[src/rtl/loader_pkg.sv]
// Shared types and constants for the byte-stream program loader.
package loader_pkg;

    typedef enum logic [2:0] {
        IDLE,
        CNT_HI,
        DATA_LO,
        DATA_HI,
        CHECK,
        DONE,
        ERR
    } loader_state_t;

    localparam int LOADER_COUNT_W = 16;

endpackage

[src/rtl/loader_checksum.sv]
// XOR accumulator over accepted frame bytes; clr restarts the sum (with en, from the current byte).
module loader_checksum
    import loader_pkg::*;
(
    input  logic       clk,
    input  logic       reset_n,
    input  logic       clr,
    input  logic       en,
    input  logic [7:0] data,
    output logic [7:0] sum
);

    logic [7:0] sum_q, sum_d;

    always_comb begin
        sum_d = sum_q;
        if (clr) begin
            sum_d = en ? data : 8'h00;
        end else if (en) begin
            sum_d = sum_q ^ data;
        end
    end

    always_ff @(posedge clk or negedge reset_n) begin
        if (!reset_n) begin
            sum_q <= 8'h00;
        end else begin
            sum_q <= sum_d;
        end
    end

    assign sum = sum_q;

endmodule

[src/rtl/program_loader.sv]
// Framed byte-stream loader driving the CPU instruction-cache download port.
// Optional trailing XOR checksum: define PROGRAM_LOADER_CHECKSUM_EN.
//
// state   | meaning
// IDLE    | waiting for count low byte, CPU released
// CNT_HI  | waiting for count high byte
// DATA_LO | waiting for instruction low byte
// DATA_HI | waiting for instruction high byte, writes the word pair
// CHECK   | waiting for checksum byte
// DONE    | one-cycle completion pulse, last word still presented
// ERR     | checksum mismatch, CPU held until reset
module program_loader
    import loader_pkg::*;
#(
    parameter int MAX_WORDS = 1024
) (
    input  logic        clk,
    input  logic        reset_n,
    input  logic [7:0]  rx_data,
    input  logic        rx_valid,
    output logic        rx_ready,
    output logic        download_program,
    output logic [31:0] instruction_index,
    output logic [15:0] program_in,
    output logic        load_done,
    output logic        overflow
`ifdef PROGRAM_LOADER_CHECKSUM_EN
    ,
    output logic        load_error
`endif
);

`ifdef PROGRAM_LOADER_CHECKSUM_EN
    localparam loader_state_t TAIL = CHECK;
`else
    localparam loader_state_t TAIL = DONE;
`endif

    loader_state_t state_q, state_d;
    logic                      ready_q, ready_d;
    logic [7:0]                lo_q, lo_d;
    logic [LOADER_COUNT_W-1:0] cnt_q, cnt_d;
    logic [LOADER_COUNT_W-1:0] w_q, w_d;
    logic [LOADER_COUNT_W-1:0] idx_q, idx_d;
    logic [15:0]               pin_q, pin_d;
    logic                      ovf_q, ovf_d;
    logic                      accept;

    assign accept = rx_valid & ready_q;

`ifdef PROGRAM_LOADER_CHECKSUM_EN
    logic [7:0] sum;

    loader_checksum u_checksum (
        .clk     (clk),
        .reset_n (reset_n),
        .clr     ((state_q == IDLE) || (state_q == DONE)),
        .en      (accept),
        .data    (rx_data),
        .sum     (sum)
    );
`endif

    always_comb begin
        state_d = state_q;
        lo_d    = lo_q;
        cnt_d   = cnt_q;
        w_d     = w_q;
        idx_d   = idx_q;
        pin_d   = pin_q;
        ovf_d   = ovf_q;
        case (state_q)
            // A byte taken during DONE is the next frame's count low byte.
            IDLE, DONE: begin
                state_d = IDLE;
                if (accept) begin
                    lo_d    = rx_data;
                    w_d     = '0;
                    state_d = CNT_HI;
                end
            end
            CNT_HI: begin
                if (accept) begin
                    cnt_d   = {rx_data, lo_q};
                    state_d = (cnt_d == '0) ? TAIL : DATA_LO;
                end
            end
            DATA_LO: begin
                if (accept) begin
                    lo_d    = rx_data;
                    state_d = DATA_HI;
                end
            end
            DATA_HI: begin
                if (accept) begin
                    if (32'(w_q) < 32'(MAX_WORDS)) begin
                        pin_d = {rx_data, lo_q};
                        idx_d = w_q;
                    end else begin
                        ovf_d = 1'b1;
                    end
                    w_d     = w_q + 1'b1;
                    state_d = (w_d == cnt_q) ? TAIL : DATA_LO;
                end
            end
`ifdef PROGRAM_LOADER_CHECKSUM_EN
            CHECK: begin
                if (accept) begin
                    state_d = (rx_data == sum) ? DONE : ERR;
                end
            end
            ERR: begin
                state_d = ERR;
            end
`endif
            default: begin
                state_d = IDLE;
            end
        endcase
        ready_d = (state_d != ERR);
    end

    always_ff @(posedge clk or negedge reset_n) begin
        if (!reset_n) begin
            state_q <= IDLE;
            ready_q <= 1'b0;
            lo_q    <= '0;
            cnt_q   <= '0;
            w_q     <= '0;
            idx_q   <= '0;
            pin_q   <= '0;
            ovf_q   <= 1'b0;
        end else begin
            state_q <= state_d;
            ready_q <= ready_d;
            lo_q    <= lo_d;
            cnt_q   <= cnt_d;
            w_q     <= w_d;
            idx_q   <= idx_d;
            pin_q   <= pin_d;
            ovf_q   <= ovf_d;
        end
    end

    assign rx_ready          = ready_q;
    assign download_program  = (state_q != IDLE);
    assign load_done         = (state_q == DONE);
    assign overflow          = ovf_q;
    assign instruction_index = {16'h0000, idx_q};
    assign program_in        = pin_q;
`ifdef PROGRAM_LOADER_CHECKSUM_EN
    assign load_error        = (state_q == ERR);
`endif

endmodule

[config.mk]
export PLATFORM = sky130hd
export DESIGN_NAME = program_loader
export DESIGN_NICKNAME = d
export VERILOG_FILES = /design/src/rtl/loader_pkg.sv /design/src/rtl/loader_checksum.sv /design/src/rtl/program_loader.sv
export SDC_FILE = /design/constraint.sdc
export NUM_CORES = 1
export LEC_CHECK = 0
export BUFFER_PORTS_ARGS = -buffer_cell sky130_fd_sc_hd__buf_4
export CAP_MARGIN = 20
export CORE_AREA = 2 2 117 142
export CTS_CLUSTER_DIAMETER = 30
export DETAILED_ROUTE_END_ITERATION = 12
export DIE_AREA = 0 0 119 144
export GPL_TIMING_DRIVEN = 0
export HOLD_SLACK_MARGIN = 0.1
export PLACE_DENSITY = 0.41
export SETUP_SLACK_MARGIN = 0.1
export SKIP_CTS_REPAIR_TIMING = 1
export SLEW_MARGIN = 5
export SYNTH_ARGS = -nofsm -noshare
export SYNTH_HDL_FRONTEND = slang
export SYNTH_SLANG_ARGS = --single-unit
export TNS_END_PERCENT = 5
[constraint.sdc]
create_clock -name clk -period 5.6 [get_ports clk]
set_clock_uncertainty 0.15 [all_clocks]
set_input_delay 1.12 -clock clk [delete_from_list [all_inputs] [get_ports clk]]
set_output_delay 1.12 -clock clk [all_outputs]
set_load 0.01 [all_outputs]
Word level (Yosys, flattened, before mapping). Cells that the tools add are included.

Bits of input ports: 11. Bits in registers: 77. Word-level logic and storage cells: 41.

Bitwise operators: 2. Add/sub/neg operators: 1. Eq/ne operators: 8. Magnitude comparators: 1. Muxes and demuxes: 10. Reduce and logical (&&, ||, !) cells: 11.

Operator list (number): 16-bit 2-to-1 mux (2); 16-bit case mux with 2 select lines (1); 16-bit by 1-bit adder with 16-bit output (second input constant) (1); 16-bit equality test (1); 16-bit zero test (1); 16-bit by 11-bit < comparator with 1-bit output (second input constant) (1); 3-bit 2-to-1 mux (5); 3-bit case mux with 4 select lines (1); 3-bit AND reduction (3); 3-bit by 2-bit equality test with 1-bit output (second input constant) (2); 2-bit != test (second input constant) (2); 2-bit AND reduction (2); 3-bit by 1-bit equality test with 1-bit output (second input constant) (1); 3-bit equality test (second input constant) (1); 3-bit zero test (1); 3-bit != test (second input constant) (1); 3-bit nonzero test (1); 3-bit OR reduction (1); 2-bit nonzero test (1); 2-bit OR reduction (1); 1-bit bitwise AND (1); 1-bit 2-to-1 mux (1); 1-bit NOT (1).

Logic depth before layout (Yosys ltp). Gate-level depths: netlist of run 1.

Depth in word-level cells: 6. Gate-level depth with buffers: 8. Depth with buffers taken out: 7.

Worst setup path before layout of run 1. OpenSTA, ideal clock, no wires.

Path kind: input-to-reg. Start point: input rx_valid. End point: register idx_q[0]. Library setup time: 125 ps. Cell stages on the path: 7. Data arrival time: 2416 ps. Slack: 2909 ps. Data required time: 5325 ps. Buffers on the path: 3. Path through: and3_1 buf_2 nand3_1 or2_1 clkbuf_1 buf_2 mux2_2.

Word-level cells in the longest chain between the ends: 2.

Ends and longest elaborated chain: start: declaration (RTL line program_loader.sv:20) `input logic rx_valid,`; 1-bit bitwise AND (RTL line program_loader.sv:49) `assign accept = rx_valid & ready_q;`; 3-bit AND reduction (no line); end signal: assignment (RTL line program_loader.sv:139) `idx_q <= idx_d;`; end: declaration (RTL line program_loader.sv:44) `logic [LOADER_COUNT_W-1:0] idx_q, idx_d;`.

Every way passes these cells. A chain may end at the register's enable or synchronous reset.

Final worst setup path of run 1.
Start point: input rx_valid. End point: register idx_q[8].

Same word-level chain as after synthesis.

==> flow_summary.toml, run 1 <==
[die]
row_count = 51
die_area_um2 = 17100
io_pins = 63
die_h_um = 144
die_width_um = 119
start_util_pct = 24.3
core_region_area_um2 = 15900

[sta]
max_freq_mhz = 344
setup_viol = 0
relSlewSlack_pct = 44.4
worstMarginPinSlew_ns = 0.829
hold_viol = 0
final_max_slew_viol_count = 0
holdWs_ns = 0.320
rsz0062_at_grt = "false"
tns_ns = 0
post-route-period-util_pct = 51.9
fin_crit_ns = 2.91

[placed_design]
hpwl_um = 6870
gp_congestion = 0.813
port_buffers = 46

[finish]
n_antenna_cell = 0
area_growth_pct = 25.9
num-nets-final = 430
final_common_cell = "dfrtp_1"
n_fill_cell = 1656
drive_above_1_share_pct = 35.0
final_cell_mix = "77 x dfrtp_1, 64 x buf_4, 49 x mux2_2, 25 x o21ai_0, 21 x nor2_1"

[clock_tree]
clockBufferDepth = 2
numCtsBuffers = 9
cts.sinks = 77
cts_max_level = 3
clock_latency_ns = 0.34
tritoncts = "built"
cts_root_buf = "clkbuf_16"
path_clk_slew_ns = 0.06

[critical_path]
cpMostUsedCell = "buf_2"
cpMaxStageDelayCell = "clkbuf_1"
worstPathRequired_ns = 5.67
crit_path_end_kind = "flop"
rr_worst_depth = 7
endpoint = "idx_q[8]"
crit_chain = "buf_4 > and3_1 > buf_2 > nand3_1 > or2_1 > clkbuf_1 > buf_2 > mux2_2"
max_stage_delay_ns = 0.42
reg2reg_to = "state_q[1]"
startpoint_type = "primary input"
r2r-start = "w_q[0]"
cp_max_fo = 10
r2r_slack_ns = 2.77
crit_arrival_ns = 2.98
crit_start = "rx_valid"
path_class = "in2reg"

[global_route]
overflow = 0
track_usage_pct = 11.8
grt_max_degree = 78
grt_pass1_vias = 2826
grt_pass1_wl_um = 15600
antenna_found_initial = 0

[yosys]
yosysUniqueCellTypes = 54
synthFlopType = "dfrtp_1"
ys_warn_count = 0
seq_area_frac_synth_pct = 49.8
synthCells = 345
synthArstFlopShare_pct = 100
synth_seq_cells = 77
synth_edf_count = 0
syn_area_um2 = 3870
avgSynthCellArea_um2 = 11.2

[run]
cap_violations = 0

[power_and_ir_drop]
power_frac_clock_pct = 29.9
leakage_nw = 2.23
p_sw_share_pct = 32.0
power_frac_comb_pct = 28.4
pwr-share-seq_pct = 41.7
internal_power_w = 0.00139
ir_worst_vdd_v = 0.000191
p_per_area_nw_per_um2 = 420
switchingPower_w = 0.000655

[drt]
vias = 2856
drtIter0Drc = 105
drc = 0
ant_nets = 0
routed_wirelength_um = 9680
dr.pass1.iters = 4
wl_per_cell_um = 15.3
routed_via_density = 4.50

[worst_hold_path]
min_path_type = "reg2reg"

[status]
status = "complete, no violations"
-- worst max-delay path: cells and delay by family --
family                 cells  cell delay [ns]
buffers and inverters      4             1.06
AND/OR/NAND/NOR            3             0.42
multiplexers               1             0.37
-- state kept, by name (all words and copies together) (netlist names) --
name        cells
cnt_q          16
idx_q          16
lo_q            8
overflow        1
program_in     16
rx_ready        1
state_q         3
w_q            16
-- final cells by class --
cell class | count | area (um^2) | share of cell area [%]
plain buffers | 37 | 263 | 5.40
clock buffers | 9 | 225 | 4.63
clock inverters | 7 | 81.3 | 1.67
inverters | 3 | 11.3 | 0.231
multi-input cells | 243 | 1720 | 35.4
flip-flops and latches | 77 | 1930 | 39.6
well taps | 212 | 265 | 5.45
repair buffers | 47 | 373 | 7.66
-- Yosys cell counts (2+ instances only) --
library cell,instances,area (um^2)
a21oi_1,10,50.1
a31oi_1,5,31.3
and2_1,8,50.1
and3_1,7,43.8
buf_2,5,25.0
buf_4,18,135
buf_6,4,45.0
clkbuf_1,8,30.0
clkbuf_8,2,27.5
conb_1,2,7.51
dfrtp_1,77,1930
inv_1,3,11.3
mux2_2,49,552
nand2_1,18,67.6
nand3_1,9,45.0
nand4_1,5,31.3
nor2_1,21,78.8
nor4_1,8,50.1
o21ai_0,25,125
o31ai_1,3,22.5
o41ai_1,4,35.0
or3_1,5,31.3
xnor2_1,11,96.3
xor2_1,8,70.1
-- power by group through the flow --
stage	Sequential (W)	Combinational [W]	Clock, W
3_3_place_gp	0.000860	0.000579	0
4_1_cts	0.000857	0.000590	0.000628
6_report	0.000853	0.000582	0.000612
5_1_grt	0.000879	0.000641	0.000650
2_1_floorplan	0.000856	0.000348	0
3_5_place_dp	0.000865	0.000587	0
-- cells by family (layout without fill, tap and decap cells) --
kind of cell	after synthesis	in the layout	synth area share [%]
compound gates	63	63	10.2
xor+xnor	19	19	4.30
fa+ha+maj	1	1	0.324
buf+inv	40	103	7.09
flops	77	77	49.8
mux	50	50	14.5
other cells	2	17	0.194
simple gates	93	93	13.5
-- worst min-delay path by stage --
stage,from,endpoint,depth (start not counted)
final,overflow,overflow,1
after floorplan,w_q[15],w_q[15],1
after global routing,overflow,overflow,1
after global placement,overflow,overflow,1
after CTS,overflow,overflow,1
after detailed placement,overflow,overflow,1
-- routing by layer --
layer  share of wire, %  track usage, %
met5                  0               0
met4                1.6            5.20
met3                3.8            2.13
met2                 51            20.4
met1                 44            14.5
-- metrics by stage --
stage / instance area, um^2 / util [%] / power, W / cells / setup slack, ns
finish: 4870 / 30.6 / 0.00205 / 635 / 2.69
floorplan: 3920 / - / 0.00120 / 360 / 2.91
detailed placement: 4530 / 28.5 / 0.00145 / 618 / 2.28
CTS: 4840 / 30.5 / 0.00208 / 634 / 2.65
global route: 4870 / 30.6 / 0.00217 / 635 / 2.54
global placement: 4530 / 28.5 / 0.00144 / 618 / 2.30
No activity file was read; power rests on OpenSTA's default activity.
==> inputs of run 2 (changes only) <==
--- a/config.mk
+++ b/config.mk
@@ -13,7 +13,7 @@
 export DIE_AREA = 0 0 119 144
 export GPL_TIMING_DRIVEN = 0
 export HOLD_SLACK_MARGIN = 0.1
-export PLACE_DENSITY = 0.41
+export PLACE_DENSITY = 0.43
 export SETUP_SLACK_MARGIN = 0.1
 export SKIP_CTS_REPAIR_TIMING = 1
 export SLEW_MARGIN = 5
==> constraint.sdc (replaced) <==
create_clock -name clk -period 2.5 [get_ports clk]
set_clock_uncertainty 0.15 [all_clocks]
set_input_delay 0.5 -clock clk [delete_from_list [all_inputs] [get_ports clk]]
set_output_delay 0.5 -clock clk [all_outputs]
set_load 0.01 [all_outputs]
==> run 2 against run 1 <==
  * Clock-buffer cell count did not move
  * Critical path depth fell by 1
  * Final area rose by 0.33%
  * Largest power group unchanged
==> flow_summary.toml, run 2 (synthesis results as in run 1) <==
[finish]
final_common_cell = "dfrtp_1"
n_fill_cell = 1636
multi_input_area_um2 = 1740
fin_area_um2 = 4880
utilization_pct = 30.7
final_cell_mix = "75 x dfrtp_1, 65 x buf_4, 49 x mux2_2, 25 x o21ai_0, 20 x nor2_1"
regArea_um2 = 1930
num-nets-final = 431
area_growth_pct = 26.3
drive_above_1_share_pct = 36.4
n_antenna_cell = 0

[drt]
routed_wirelength_um = 9490
ant_nets = 0
wl_per_cell_um = 14.9
drtIter0Drc = 103
dr.pass1.iters = 4
vias = 2821
routed_via_density = 4.44
drc = 0

[global_route]
grt_max_degree = 78
grt_pass1_wl_um = 15500
track_usage_pct = 11.6
overflow = 0
antenna_found_initial = 0
grt_pass1_vias = 2846

[die]
io_pins = 63
row_count = 51
core_region_area_um2 = 15900
die_width_um = 119
die_area_um2 = 17100
start_util_pct = 24.3
die_h_um = 144

[sta]
tns_ns = 0
max_freq_mhz = 414
worstMarginPinSlew_ns = 0.787
hold_viol = 0
relSlewSlack_pct = 47.2
fin_crit_ns = 2.41
post-route-period-util_pct = 96.5
holdWs_ns = 0.282
rsz0062_at_grt = "true"
fin_ws_ns = 0.0867
setup_viol = 0
final_max_slew_viol_count = 0

[clock_tree]
clockBufferDepth = 2
tritoncts = "built"
path_clk_slew_ns = 0.06
numCtsBuffers = 9
clock_latency_ns = 0.33
cts_root_buf = "clkbuf_16"
cts_max_level = 3
cts.sinks = 77

[critical_path]
crit_arrival_ns = 2.47
worstPathRequired_ns = 2.56
cp_max_fo = 8
path_class = "reg2reg"
crit_chain = "ha_2 > nand3_2 > nor2_2 > mux2i_1 > a211oi_1 > or3_1 > o31a_1"
max_stage_delay_ns = 0.45
cpMaxStageDelayCell = "dfrtp_2"
startpoint_type = "flop"
crit_path_end_kind = "flop"

[placed_design]
hpwl_um = 6810
post_dp_cell_area_um2 = 4530
gp_congestion = 0.836
place_ws_ns = -0.371
port_buffers = 46

[worst_hold_path]
min_path_type = "in2reg"

[run]
cap_violations = 0

[power_and_ir_drop]
ir_worst_vdd_v = 0.000474
leakage_nw = 2.22
p_per_area_nw_per_um2 = 930

[status]
status = "complete, no violations"
==> run 2: per-layer routing <==
metal  vias up  track usage [%]  share of wire, %
met4         0             4.64               1.4
met1      1390             14.2                45
li1       1361                -                 -
met3        10             2.17               3.4
met5         -                0                 0
met2        60             20.3                50
==> run 2: stage by stage <==
stage	total power [W]	instances
6_report	0.00454	635
5_1_grt	0.00485	635
4_1_cts	0.00458	633
3_5_place_dp	0.00325	618
3_3_place_gp	0.00322	618
2_1_floorplan	0.00270	360
==> run 2: cell type report <==
type	instances	share of cell area, %
Clock inverter	6	1.33
Tap cell	212	5.43
Timing Repair Buffer	49	7.99
Clock buffer	9	4.61
Multi-Input combinational cell	243	35.6
Buffer	36	5.30
Sequential cell	77	39.5
Inverter	3	0.231
==> run 2: final timing paths <==
check	startpoint	end	slack, ns	cells past startpoint
worst max register to register	w_q[0]	state_q[1]	0.09	7
worst max-delay path	w_q[0]	state_q[1]	0.09	7
min in group asynchronous	reset_n	program_in[9]	0.50	2
worst min register to register	overflow	overflow	0.31	1
max in group asynchronous	reset_n	w_q[1]	1.11	3
worst min-delay path	rx_data[2]	lo_q[2]	0.28	2
==> run 2: where the power goes <==
group | internal [W] | switching (W) | total [W]
Sequential | 0.00161 | 0.000297 | 0.00191
Clock | 0.000765 | 0.000525 | 0.00129
Combinational | 0.000743 | 0.000603 | 0.00135
Total | 0.00312 | 0.00143 | 0.00454
==> run 2: worst max-delay path: cells and delay by family, from the launching register on <==
| family | cells | cell delay (ns) |
|---|---|---|
| AO/OA/AOI/OAI | 2 | 0.37 |
| adder cells (fa/ha/maj) | 1 | 0.27 |
| flip-flops | 1 | 0.45 |
| multiplexers | 1 | 0.21 |
| AND/OR/NAND/NOR | 3 | 0.84 |
